## config.mk

```make
export PLATFORM = sky130hd
export DESIGN_NAME = cpu_control_multi
export DESIGN_NICKNAME = d
export VERILOG_FILES = /design/src/rtl/cpu_control_multi_pkg.sv /design/src/rtl/cpu_decode.sv /design/src/rtl/cpu_control_multi.sv
export SDC_FILE = /design/constraint.sdc
export NUM_CORES = 1
export LEC_CHECK = 0
export ABC_AREA = 0
export BUFFER_PORTS_ARGS = -buffer_cell sky130_fd_sc_hd__clkbuf_2
export CAP_MARGIN = 25
export CORE_ASPECT_RATIO = 0.8
export CORE_UTILIZATION = 38
export DETAILED_ROUTE_END_ITERATION = 8
export GPL_TIMING_DRIVEN = 0
export PLACE_DENSITY = 0.82
export SLEW_MARGIN = 20
export SYNTH_ARGS = -nofsm -noshare
export SYNTH_HDL_FRONTEND = slang
export SYNTH_SLANG_ARGS = --single-unit
```

## constraint.sdc

```tcl
create_clock -name clk -period 2.3 [get_ports clk]
set_clock_uncertainty 0.15 [all_clocks]
set_input_delay 0.345 -clock clk [delete_from_list [all_inputs] [get_ports clk]]
set_output_delay 0.345 -clock clk [all_outputs]
set_load 0.02 [all_outputs]
```

## src/rtl/cpu_control_multi_pkg.sv

```systemverilog
// Shared definitions for the multi-cycle CPU controller.
//   - FSM state encoding (IF=0 .. WB=4)
//   - MIPS opcode / function field constants for the supported subset
//   - ALU function codes, ALU-B and next-PC select codes
//   - one-hot instruction flag struct produced by cpu_decode
package cpu_control_multi_pkg;

    typedef enum logic [2:0] {
        StIf  = 3'd0,
        StId  = 3'd1,
        StExe = 3'd2,
        StMem = 3'd3,
        StWb  = 3'd4
    } state_e;

    // Opcode field values
    localparam logic [5:0] OpRtype = 6'b000000;
    localparam logic [5:0] OpJ     = 6'b000010;
    localparam logic [5:0] OpJal   = 6'b000011;
    localparam logic [5:0] OpBeq   = 6'b000100;
    localparam logic [5:0] OpBne   = 6'b000101;
    localparam logic [5:0] OpAddi  = 6'b001000;
    localparam logic [5:0] OpAndi  = 6'b001100;
    localparam logic [5:0] OpOri   = 6'b001101;
    localparam logic [5:0] OpXori  = 6'b001110;
    localparam logic [5:0] OpLui   = 6'b001111;
    localparam logic [5:0] OpLw    = 6'b100011;
    localparam logic [5:0] OpSw    = 6'b101011;

    // Function field values (R-type)
    localparam logic [5:0] FunSll = 6'b000000;
    localparam logic [5:0] FunSrl = 6'b000010;
    localparam logic [5:0] FunSra = 6'b000011;
    localparam logic [5:0] FunJr  = 6'b001000;
    localparam logic [5:0] FunAdd = 6'b100000;
    localparam logic [5:0] FunSub = 6'b100010;
    localparam logic [5:0] FunAnd = 6'b100100;
    localparam logic [5:0] FunOr  = 6'b100101;
    localparam logic [5:0] FunXor = 6'b100110;

    // ALU function codes
    localparam logic [3:0] AlucAdd = 4'b0000;
    localparam logic [3:0] AlucSub = 4'b0100;
    localparam logic [3:0] AlucAnd = 4'b0001;
    localparam logic [3:0] AlucOr  = 4'b0101;
    localparam logic [3:0] AlucXor = 4'b0010;
    localparam logic [3:0] AlucLui = 4'b0110;
    localparam logic [3:0] AlucSll = 4'b0011;
    localparam logic [3:0] AlucSrl = 4'b0111;
    localparam logic [3:0] AlucSra = 4'b1111;

    // ALU B operand select
    localparam logic [1:0] SrcbRegB  = 2'b00;
    localparam logic [1:0] SrcbFour  = 2'b01;
    localparam logic [1:0] SrcbImm   = 2'b10;
    localparam logic [1:0] SrcbImmSh = 2'b11;

    // Next-PC select
    localparam logic [1:0] PcAlu    = 2'b00;
    localparam logic [1:0] PcAluReg = 2'b01;
    localparam logic [1:0] PcRegA   = 2'b10;
    localparam logic [1:0] PcJump   = 2'b11;

    typedef struct packed {
        logic is_add;
        logic is_sub;
        logic is_and;
        logic is_or;
        logic is_xor;
        logic is_sll;
        logic is_srl;
        logic is_sra;
        logic is_jr;
        logic is_addi;
        logic is_andi;
        logic is_ori;
        logic is_xori;
        logic is_lui;
        logic is_lw;
        logic is_sw;
        logic is_beq;
        logic is_bne;
        logic is_j;
        logic is_jal;
    } instr_t;

    // ALU function for the R-type and I-type ALU instructions executed in EXE.
    function automatic logic [3:0] alu_code(input instr_t ins);
        logic [3:0] code;
        code = AlucAdd;
        if (ins.is_sub)                    code = AlucSub;
        else if (ins.is_and || ins.is_andi) code = AlucAnd;
        else if (ins.is_or  || ins.is_ori)  code = AlucOr;
        else if (ins.is_xor || ins.is_xori) code = AlucXor;
        else if (ins.is_lui)               code = AlucLui;
        else if (ins.is_sll)               code = AlucSll;
        else if (ins.is_srl)               code = AlucSrl;
        else if (ins.is_sra)               code = AlucSra;
        return code;
    endfunction

endpackage

```

## src/rtl/cpu_decode.sv

```systemverilog
// Combinational instruction decoder.
//   i_op    : opcode field
//   i_fun   : function field (only meaningful when i_op is R-type)
//   o_instr : one-hot instruction flags; all zero for an undecoded instruction
module cpu_decode
    import cpu_control_multi_pkg::*;
(
    input  logic [5:0] i_op,
    input  logic [5:0] i_fun,
    output instr_t     o_instr
);

    logic w_rtype;

    always_comb begin
        w_rtype         = (i_op == OpRtype);
        o_instr         = '0;
        o_instr.is_add  = w_rtype && (i_fun == FunAdd);
        o_instr.is_sub  = w_rtype && (i_fun == FunSub);
        o_instr.is_and  = w_rtype && (i_fun == FunAnd);
        o_instr.is_or   = w_rtype && (i_fun == FunOr);
        o_instr.is_xor  = w_rtype && (i_fun == FunXor);
        o_instr.is_sll  = w_rtype && (i_fun == FunSll);
        o_instr.is_srl  = w_rtype && (i_fun == FunSrl);
        o_instr.is_sra  = w_rtype && (i_fun == FunSra);
        o_instr.is_jr   = w_rtype && (i_fun == FunJr);
        o_instr.is_addi = (i_op == OpAddi);
        o_instr.is_andi = (i_op == OpAndi);
        o_instr.is_ori  = (i_op == OpOri);
        o_instr.is_xori = (i_op == OpXori);
        o_instr.is_lui  = (i_op == OpLui);
        o_instr.is_lw   = (i_op == OpLw);
        o_instr.is_sw   = (i_op == OpSw);
        o_instr.is_beq  = (i_op == OpBeq);
        o_instr.is_bne  = (i_op == OpBne);
        o_instr.is_j    = (i_op == OpJ);
        o_instr.is_jal  = (i_op == OpJal);
    end

endmodule

```

## src/rtl/cpu_control_multi.sv

```systemverilog
// Multi-cycle MIPS-subset control unit (IF, ID, EXE, MEM, WB).
//   clk, rst        : clock, synchronous active-high reset
//   op, fun, z      : instruction opcode/function fields, ALU zero flag
//   mem_ready       : memory finishes the current access this cycle
//   wpc, wir, wmem, wreg          : write enables (forced low during rst)
//   iord, regrt, m2reg, jal       : datapath steering
//   aluc, shift, alusrca, alusrcb, sext : ALU control
//   pcsource        : next-PC select
//   state           : current FSM state
//   illegal         : pulses in ID for an undecoded instruction
// All outputs are combinational from state and inputs; only the state is registered.
module cpu_control_multi
    import cpu_control_multi_pkg::*;
(
    input  logic       clk,
    input  logic       rst,
    input  logic [5:0] op,
    input  logic [5:0] fun,
    input  logic       z,
    input  logic       mem_ready,
    output logic       wpc,
    output logic       wir,
    output logic       wmem,
    output logic       iord,
    output logic       wreg,
    output logic       regrt,
    output logic       m2reg,
    output logic       jal,
    output logic [3:0] aluc,
    output logic       shift,
    output logic       alusrca,
    output logic [1:0] alusrcb,
    output logic       sext,
    output logic [1:0] pcsource,
    output logic [2:0] state,
    output logic       illegal
);

    state_e r_state;
    state_e w_next;
    instr_t w_ins;
    logic   w_shift_op;
    logic   w_ralu;
    logic   w_ialu;
    logic   w_legal;

    cpu_decode u_decode (
        .i_op    (op),
        .i_fun   (fun),
        .o_instr (w_ins)
    );

    assign w_shift_op = w_ins.is_sll | w_ins.is_srl | w_ins.is_sra;
    assign w_ralu     = w_ins.is_add | w_ins.is_sub | w_ins.is_and | w_ins.is_or |
                        w_ins.is_xor | w_shift_op;
    assign w_ialu     = w_ins.is_addi | w_ins.is_andi | w_ins.is_ori | w_ins.is_xori |
                        w_ins.is_lui;
    assign w_legal    = |w_ins;
    assign state      = r_state;

    always_ff @(posedge clk) begin
        if (rst) r_state <= StIf;
        else     r_state <= w_next;
    end

    always_comb begin
        w_next   = r_state;
        wpc      = 1'b0;
        wir      = 1'b0;
        wmem     = 1'b0;
        iord     = 1'b0;
        wreg     = 1'b0;
        regrt    = 1'b0;
        m2reg    = 1'b0;
        jal      = 1'b0;
        aluc     = AlucAdd;
        shift    = 1'b0;
        alusrca  = 1'b0;
        alusrcb  = SrcbRegB;
        sext     = 1'b0;
        pcsource = PcAlu;
        illegal  = 1'b0;

        case (r_state)
            StIf: begin
                // Fetch: PC+4 computed in parallel with the instruction read.
                alusrcb = SrcbFour;
                wpc     = mem_ready;
                wir     = mem_ready;
                w_next  = mem_ready ? StId : StIf;
            end
            StId: begin
                // Branch target is computed speculatively for every instruction.
                alusrcb = SrcbImmSh;
                sext    = 1'b1;
                if (w_ins.is_j || w_ins.is_jal) begin
                    wpc      = 1'b1;
                    pcsource = PcJump;
                    wreg     = w_ins.is_jal;
                    jal      = w_ins.is_jal;
                    w_next   = StIf;
                end else if (w_ins.is_jr) begin
                    wpc      = 1'b1;
                    pcsource = PcRegA;
                    w_next   = StIf;
                end else if (!w_legal) begin
                    illegal = 1'b1;
                    w_next  = StIf;
                end else begin
                    w_next = StExe;
                end
            end
            StExe: begin
                alusrca = 1'b1;
                if (w_ralu) begin
                    shift  = w_shift_op;
                    aluc   = alu_code(w_ins);
                    w_next = StWb;
                end else if (w_ialu) begin
                    alusrcb = SrcbImm;
                    sext    = w_ins.is_addi;
                    aluc    = alu_code(w_ins);
                    w_next  = StWb;
                end else if (w_ins.is_lw || w_ins.is_sw) begin
                    alusrcb = SrcbImm;
                    sext    = 1'b1;
                    w_next  = StMem;
                end else if (w_ins.is_beq || w_ins.is_bne) begin
                    aluc     = AlucSub;
                    pcsource = PcAluReg;
                    wpc      = w_ins.is_beq ? z : ~z;
                    w_next   = StIf;
                end else begin
                    w_next = StIf;
                end
            end
            StMem: begin
                iord = 1'b1;
                if (w_ins.is_sw) begin
                    wmem   = 1'b1;
                    w_next = mem_ready ? StIf : StMem;
                end else begin
                    w_next = mem_ready ? StWb : StMem;
                end
            end
            StWb: begin
                wreg   = 1'b1;
                regrt  = w_ialu | w_ins.is_lw;
                m2reg  = w_ins.is_lw;
                w_next = StIf;
            end
            default: w_next = StIf;
        endcase

        // Reset must never let a stale state commit anything.
        if (rst) begin
            wpc     = 1'b0;
            wir     = 1'b0;
            wmem    = 1'b0;
            wreg    = 1'b0;
            illegal = 1'b0;
        end
    end

endmodule

```

==> results of run 1 <==
-- cell usage after synthesis, types with 2 or more instances --
master	instances	area share, %
a21oi_1	13	10
a22oi_1	2	2.3
buf_4	3	3.5
dfxtp_1	3	9.2
inv_1	7	4.0
nand2_1	14	8.1
nand3_1	3	2.3
nor2_1	15	8.7
nor3_1	8	6.2
nor3b_1	2	2.3
nor4_1	2	1.9
o211ai_1	2	2.3
o21ai_0	7	5.4
or2_2	2	1.9
-- metrics by stage --
stage               cells  setup WS (ns)  hold slack, ns
floorplan             105         -0.227           0.346
global placement      160         -0.502           0.500
detailed placement    160         -0.531           0.499
CTS                   169         -0.177           0.257
global route          169         -0.236           0.270
finish                169         -0.185           0.268
-- final cells by class --
class                   instances  share of cell area (%)
multi-input cells              89                    56.6
clock buffers                   4                    2.47
well taps                      21                    2.47
flip-flops and latches          3                    5.64
inverters                       7                    2.47
plain buffers                   6                    4.82
repair buffers                 39                    25.5
-- kinds of logic after synthesis --
group	count (synthesis)	share of synthesized area, %
buf+inv	13	10.6
flops	3	9.23
compound gates	32	32.3
xor+xnor	1	1.35
simple gates	56	46.5
-- worst max-delay path by stage --
stage	from	end	cells past startpoint
2_1_floorplan	op[4]	aluc[1]	6
3_3_place_gp	op[5]	aluc[1]	7
3_5_place_dp	op[5]	aluc[1]	7
4_1_cts	op[5]	aluc[1]	7
5_1_grt	op[5]	aluc[1]	7
6_report	op[5]	aluc[1]	7
-- worst max-delay path, cell delays in order --
cell and delay, ns:
clkbuf_16 0.12, or4_4 0.53, nor4b_4 0.29, buf_4 0.19, a22oi_1 0.11, a211oi_4 0.23, clkbuf_8 0.18
-- power groups by stage --
stage / Combinational [mW] / Clock (mW) / Sequential (mW)
after floorplan: 0.0662 / 0 / 0.0579
after global placement: 0.0994 / 0 / 0.0566
after detailed placement: 0.101 / 0 / 0.0567
after CTS: 0.107 / 0.0944 / 0.0559
after global routing: 0.121 / 0.104 / 0.0566
final: 0.111 / 0.0925 / 0.0564
-- per-layer routing --
| metal | global-route usage, % | vias up |
|---|---|---|
| met5 | 0 | - |
| met4 | 5.56 | 0 |
| met3 | 9.35 | 2 |
| met2 | 37.0 | 33 |
| met1 | 34.8 | 425 |
| li1 | - | 466 |
-- repair_timing --
action | CTS | global route
setup buffers | 5 | 0
pin swaps | 4 | 0
resized for setup | 16 | 7
endpoints found under the setup margin | 6 | 9
-- cell usage in the layout, fill, tap and decap left out, types with 3 or more instances in the layout --
cell type,count
a21oi_1,11
buf_4,9
clkbuf_2,27
clkbuf_4,3
clkbuf_8,5
dfxtp_1,3
inv_1,7
nand2_1,13
nor2_1,14
nor3_1,4
nor3_2,3
o21ai_0,6
==> summary.md, run 1 <==
| Metric | Value |
|---|---|
| Mapped Nets | 121 |
| Total wire length | 2.19 mm |
| Mapped Avg Cell Area | 6.20 µm² |
| Largest net degree at the start of global routing | 11 |
| Fillers | 124 |
| Worst-case clock buffer depth | 2 |
| Power share of the clock group | 35.6% |
| CP Max Fanout | 3 |
| Failing checks | setup timing |
| TritonCTS buffer count | 3 |
| CTS tree | yes |
| Cell variety after synth | 36 |
| Layout area overhead | 63.7% |
| DR WL met2 | 1.03 mm |
| PortBufs | 34 |
| Wire length per cell | 13.0 µm |
| Hold path depth | 3 |
| Synthesized flop and latch total | 3 |
| Clk slew on worst S/H paths | 0.03 ns |
| ANT nets after route | 0 |
| Area of the multi-input gates | 603 µm² |
| Post-DP Area | 911 µm² |
| Root Driver | clkbuf_4 |
| Total gr overflow | 0 |
| Setup CP Type | in -> out |
| WP data required | 1.80 ns |
| Core area | 1490 µm² |
| Net Sw Power | 0.0962 mW |
| Fin nets | 165 |
| Total chip power | 0.260 mW |
| Die Ht | 39.0 µm |
| PwrDens | 244 nW/µm² |
| Slew @ Worst Pin | 0.370 ns |
| DP HPWL | 1.60 mm |
| # diodes | 0 |
| Min Clock Period, post-route | 2.49 ns |
| Post-route DRC | 0 |
| Max reg flops | 3 |
| Fin crit share | 108% |
| FMAX | 402 MHz |
| I/O Pins | 39 |
| Crit. End Element | output pin |
| Initial antenna violation count | 0 |
| First-pass GRT wire length | 3.32 mm |
| Outcome | finished with violations |
| DRT met1 WL | 997 µm |
| Top sig layer | met4 |
| Worst-Skew Late Latency | 0.24 ns |
| Design area | 1060 µm² |
| Full die area | 1880 µm² |
| Post-synth EDFFs | 0 |
| Clock Sinks | 3 |
| Leak | 0.495 nW |
| Max transition margin | 75.1% |
| Vias in the first global route | 766 |
| WHS Endpoint | state[2] |
| Routability Congestion | 0.853 |
| Async set or reset register ratio after synthesis | 0% |
| RSZ-0062 raised after global routing | yes |
| Final core occ | 71.6% |
| R2r worst-path depth | 6 |
| Met3 WL | 147 µm |
| Synthesized area | 651 µm² |
| Main synth FF type | dfxtp_1 |
| Layout cells sized above 1 | 44.6% |
| Worst Hold Class | in -> reg |
| DR pass1 iterations | 4 |
| All-Layer GR Usage | 25.4% |
| Comb pwr share | 42.7% |
| FP Rows | 12 |
| Worst Path Arrival | 1.99 ns |
| Max cap viols | 0 |
| Critical R2R Capture | state[2] |
| CTS H-Tree Depth | 1 |
| Startpoint types | input port |
| Post-detailed-route via-to-cell ratio | 5.48 |
| Worst VDD drop | 0.347 mV |
| Fin worst setup slack | -0.185 ns |
| Post-Synthesis Cells | 105 |
| DR iter-0 viols | 23 |
| Slew Viols, Final | 0 |
| Yosys warns | 0 |
| Reg area | 60.1 µm² |
| # setup viols final | 6 |
| Flop2flop setup slack | 0.85 ns |
| Cell Int Power | 0.164 mW |
| Via count | 926 |
| Setup TNS | -0.751 ns |
| Starting Density | 43.8% |
| Final hold violations | 0 |
| Die Wd | 48.3 µm |
| HP Start | mem_ready |
| Switch share | 37.0% |
| Reg-to-Reg Start | state[0] |
| Sequential area share after synthesis | 9.23% |
| Seq pwr share | 21.7% |
| CTS Hold Buffers Added | 0 |
No activity file was read; power rests on OpenSTA's default activity.
==> run 2: changes to the inputs <==
--- a/config.mk
+++ b/config.mk
@@ -9,10 +9,11 @@
 export BUFFER_PORTS_ARGS = -buffer_cell sky130_fd_sc_hd__clkbuf_2
 export CAP_MARGIN = 25
 export CORE_ASPECT_RATIO = 0.8
-export CORE_UTILIZATION = 38
+export CORE_UTILIZATION = 40
+export CTS_BUF_LIST = sky130_fd_sc_hd__clkbuf_4
 export DETAILED_ROUTE_END_ITERATION = 8
 export GPL_TIMING_DRIVEN = 0
-export PLACE_DENSITY = 0.82
+export PLACE_DENSITY = 0.86
 export SLEW_MARGIN = 20
 export SYNTH_ARGS = -nofsm -noshare
 export SYNTH_HDL_FRONTEND = slang
==> summary.md, run 2 (synthesis results as in run 1) <==
| Metric | Value |
|---|---|
| Crit. End Element | output pin |
| Met3 WL | 144 µm |
| DR pass1 iterations | 4 |
| Startpoint types | input port |
| Max transition margin | 62.6% |
| Die Wd | 47.1 µm |
| Total gr overflow | 0 |
| Via count | 967 |
| Leak | 0.512 nW |
| Crit-path max cell delay | 0.54 ns |
| Max reg flops | 3 |
| DR WL met2 | 1.16 mm |
| Fillers | 121 |
| Slew Viols, Final | 0 |
| Reg area | 60.1 µm² |
| Outcome | finished with violations |
| WHS Endpoint | state[2] |
| Critical R2R Capture | state[2] |
| DRT met1 WL | 1.02 mm |
| TritonCTS buffer count | 3 |
| Post-route DRC | 0 |
| Failing checks | setup timing |
| Non-filler cells, final | 173 |
| Leading cell types in the layout, fill and taps excluded | clkbuf_2, nand2_1, nor2_1, a21oi_1, buf_4 |
| PortBufs | 34 |
| Design area | 1110 µm² |
| Fin worst setup slack | -0.256 ns |
| PwrDens | 248 nW/µm² |
| Die Ht | 38.1 µm |
| CTS H-Tree Depth | 1 |
| Setup CP Type | in -> out |
| Layout area overhead | 71.0% |
| Worst Path Arrival | 2.06 ns |
| Min Clock Period, post-route | 2.56 ns |
| Post-DP Area | 911 µm² |
| I/O Pins | 39 |
| CP Max Fanout | 3 |
| Bufs and invs on worst path | 2 |
| Clock Sinks | 3 |
| WP data required | 1.80 ns |
| Crit path cell chain | clkbuf_16 > or4_4 > nor4b_4 > o221a_4 > o21ai_4 > a211oi_4 > clkbuf_8 |
| Starting Density | 44.7% |
| # diodes | 0 |
| Core area | 1460 µm² |
| Total wire length | 2.38 mm |
| Routability Congestion | 0.847 |
| Commonest non-fill, non-tap cell in the layout | clkbuf_2 |
| FP Rows | 12 |
| Worst-case clock buffer depth | 2 |
| Total chip power | 0.276 mW |
| First-pass GRT wire length | 3.42 mm |
| Vias in the first global route | 775 |
| Worst VDD drop | 0.355 mV |
| Worst Hold Class | in -> reg |
| Flop2flop setup slack | 0.66 ns |
| Delay-heaviest family, CP | simple AND/OR/NAND/NOR gates |
| Full die area | 1790 µm² |
| Area of the multi-input gates | 608 µm² |
| Clk slew on worst S/H paths | 0.04 ns |
| CTS tree | yes |
| R2r worst-path depth | 8 |
| # setup viols final | 6 |
| DR iter-0 viols | 24 |
| Reg-to-Reg Start | state[0] |
| RSZ-0062 raised after global routing | yes |
| Root Driver | clkbuf_4 |
| FMAX | 391 MHz |
| Final hold violations | 0 |
| Worst slack, placed | -0.499 ns |
| Final core occ | 76.4% |
| Max cap viols | 0 |
| Post-detailed-route via-to-cell ratio | 5.59 |
| Top sig layer | met4 |
| Worst path slowest cell | or4_4 |
| Layout cells sized above 1 | 46.7% |
| Initial antenna violation count | 0 |
| Fin nets | 169 |
| Hold path depth | 3 |
| DP HPWL | 1.62 mm |
| All-Layer GR Usage | 28.2% |
| Slew @ Worst Pin | 0.557 ns |
| HP Start | mem_ready |
| Worst-Skew Late Latency | 0.24 ns |
| Largest net degree at the start of global routing | 11 |
| Wire length per cell | 13.8 µm |
| Placed instance count | 160 |
| Fin crit share | 111% |
| ANT nets after route | 0 |
-- run 2: cell types whose count changed in the layout (fill, tap and decap cells not counted), sizes merged --
cell	before	now
buf	11	15
-- run 2: timing repair --
action / CTS / global route
resized for setup: 17 / 9
endpoints found under the setup margin: 6 / 7
pin swaps: 6 / 1
setup buffers: 7 / 2
hold buffers: 0 / 0
-- run 2: worst max-delay path by stage --
stage	cells after the start	slack, ns	from	endpoint
2_1_floorplan	6	-0.23	op[4]	aluc[1]
3_3_place_gp	7	-0.49	op[5]	aluc[1]
3_5_place_dp	7	-0.50	op[5]	aluc[1]
4_1_cts	7	-0.23	op[5]	aluc[1]
5_1_grt	7	-0.29	op[5]	aluc[1]
6_report	7	-0.26	op[5]	aluc[1]
-- run 2: worst register-to-register path: stages, from the launching register on --
cell     delay, ns
dfxtp_1       0.35
nor2_1        0.14
nand2_1       0.16
inv_4         0.17
o21ai_4       0.09
buf_4         0.16
buf_4         0.12
buf_4         0.12
a21oi_1       0.12
-- run 2: power breakdown --
part | internal, mW | total, mW | switching (mW) | leakage, nW
logic | 0.0448 | 0.113 | 0.0681 | 0.469
registers | 0.0537 | 0.0558 | 0.00216 | 0.0244
clock network | 0.0769 | 0.107 | 0.0303 | 0.0184
total | 0.175 | 0.276 | 0.100 | 0.512
-- run 2: layer usage --
metal  up-vias  GRT usage (%)
li1        475              -
met5         -              0
met1       431           35.2
met3         7           3.77
met4         0           20.0
met2        54           44.1
-- run 2: stage by stage --
step / hold slack, ns / TNS (ns)
floorplan: 0.346 / -1.10
global placement: 0.496 / -2.36
finish: 0.261 / -1.15
global route: 0.265 / -1.34
detailed placement: 0.504 / -2.46
CTS: 0.253 / -0.893
-- run 2: area by class of cell --
cell class                 count  share of cell area [%]
buffer                         6                    4.61
clock buffer                   4                    2.70
inverter                       7                    2.59
multi-input combinational     89                    54.7
sequential                     3                    5.40
tap                           21                    2.36
timing repair buffer          43                    27.7
==> run 3: changes to the inputs <==
--- a/config.mk
+++ b/config.mk
@@ -10,7 +10,8 @@
 export CAP_MARGIN = 25
 export CORE_ASPECT_RATIO = 0.8
 export CORE_UTILIZATION = 40
-export CTS_BUF_LIST = sky130_fd_sc_hd__clkbuf_4
+export CTS_BUF_LIST = sky130_fd_sc_hd__clkbuf_2
+export CTS_CLUSTER_DIAMETER = 120
 export DETAILED_ROUTE_END_ITERATION = 8
 export GPL_TIMING_DRIVEN = 0
 export PLACE_DENSITY = 0.86
==> summary.md, run 3 (synthesis results as in run 1) <==
| Metric | Value |
|---|---|
| Worst VDD drop | 0.284 mV |
| Worst-case clock buffer depth | 2 |
| WP data required | 1.80 ns |
| # diodes | 0 |
| Min Clock Period, post-route | 2.56 ns |
| Final core occ | 76.8% |
| Fin nets | 169 |
| Leading cell types in the layout, fill and taps excluded | clkbuf_2, nand2_1, nor2_1, a21oi_1, buf_4 |
| Reg area | 60.1 µm² |
| M1 GR Usage | 34.6% |
| PortBufs | 34 |
| FP Rows | 12 |
| TritonCTS buffer count | 3 |
| Crit. End Element | output pin |
| I/O Pins | 39 |
| Routability Congestion | 0.847 |
| Max transition margin | 69.0% |
| Fin worst setup slack | -0.263 ns |
| Worst Hold Class | in -> reg |
| CP Max Fanout | 3 |
| Outcome | finished with violations |
| Leak | 0.514 nW |
| Initial antenna violation count | 0 |
| Startpoint types | input port |
| Fin crit share | 111% |
| DR iter-0 viols | 23 |
| Post-detailed-route via-to-cell ratio | 5.65 |
| GRT busiest layer | met2 |
| Slew Viols, Final | 0 |
| Layout cells sized above 1 | 48.7% |
| Root Driver | clkbuf_2 |
| Worst Path Arrival | 2.07 ns |
| FMAX | 390 MHz |
| Die Wd | 47.1 µm |
| Fillers | 112 |
| Setup CP Type | in -> out |
| Min Hold Slack | 0.296 ns |
| Slew @ Worst Pin | 0.460 ns |
| DP HPWL | 1.62 mm |
| First-pass GRT wire length | 3.35 mm |
| Core area | 1460 µm² |
| # setup viols final | 6 |
| Full die area | 1790 µm² |
| Total chip power | 0.243 mW |
| Largest net degree at the start of global routing | 11 |
| Total wire length | 2.33 mm |
| Max reg flops | 3 |
| DR pass1 iterations | 4 |
| Commonest non-fill, non-tap cell in the layout | clkbuf_2 |
| Final hold violations | 0 |
| Post-route DRC | 0 |
| GRT met2 Usage | 44.1% |
| Starting Density | 44.7% |
| Via count | 978 |
| All-Layer GR Usage | 26.8% |
| Max cap viols | 0 |
| GR Util met3 | 4.25% |
| Die Ht | 38.1 µm |
| CTS tree | yes |
| Wire length per cell | 13.5 µm |
| Worst-Skew Late Latency | 0.20 ns |
| Worst slack, placed | -0.499 ns |
| Failing checks | setup timing |
| Area of the multi-input gates | 626 µm² |
| Vias in the first global route | 778 |
| ANT nets after route | 0 |
| Layout area overhead | 71.9% |
| Clock Sinks | 3 |
| Design area | 1120 µm² |
| Clk slew on worst S/H paths | 0.05 ns |
| CTS H-Tree Depth | 1 |
| PwrDens | 217 nW/µm² |
| RSZ-0062 raised after global routing | yes |
| Total gr overflow | 0 |
| Post-DP Area | 911 µm² |
[run 3: changes by cell type in the layout (fill, tap and decap cells not counted)]
| cell | previous run | this run |
|---|---|---|
| a22oi_1 | 2 | 1 |
| a22oi_2 | 0 | 1 |
| buf_8 | 1 | 2 |
| clkbuf_2 | 28 | 32 |
| clkbuf_4 | 4 | 0 |
| clkbuf_8 | 4 | 3 |
| inv_2 | 0 | 1 |
| inv_4 | 1 | 0 |
| nor2_1 | 14 | 13 |
| nor2_4 | 0 | 1 |
| nor3_1 | 6 | 5 |
| nor3_2 | 1 | 2 |
[run 3: cell type report]
type | count | share of cell area (%)
multi-input combinational | 89 | 55.9
timing repair buffer | 43 | 27.6
sequential | 3 | 5.37
buffer | 6 | 4.59
inverter | 7 | 2.35
tap | 21 | 2.35
clock buffer | 4 | 1.79
[run 3: critical path, cell delays in order]
cell	delay [ns]
clkbuf_16	0.12
or4_4	0.56
nor4b_4	0.34
o221a_4	0.27
o21ai_4	0.07
a211oi_4	0.17
clkbuf_8	0.18
[run 3: through the flow]
step | setup TNS, ns | std cells
global route | -1.61 | 173
finish | -1.39 | 173
detailed placement | -2.46 | 160
floorplan | -1.10 | 105
CTS | -0.893 | 171
global placement | -2.36 | 160
[run 3: repair_timing]
item,CTS,global route
setup buffers,7,2
pin swaps,6,5
setup endpoints to repair,6,7
resized for setup,17,13
cloned,0,0
hold endpoints to repair,0,0
hold buffers,0,0
[run 3: path summary, 6_finish.rpt]
path / start / endpoint / slack, ns / depth (start not counted)
worst max-delay path: op[5] / aluc[1] / -0.26 / 7
worst min-delay path: mem_ready / state[2] / 0.30 / 3
worst max register to register: state[0] / state[2] / 0.68 / 8
worst min register to register: state[2] / state[2] / 0.57 / 2
[run 3: report_power, final]
part / total (mW) / internal, mW / switching [mW]
sequential: 0.0557 / 0.0536 / 0.00215
clock: 0.0731 / 0.0459 / 0.0272
combinational: 0.114 / 0.0452 / 0.0690
total: 0.243 / 0.145 / 0.0984
[run 3: metal layers]
layer  vias to the layer above  share of wire [%]
li1                        472                  -
met1                       453                 43
met2                        49                 50
met3                         4                6.4
met4                         0               0.77
met5                         -                  0
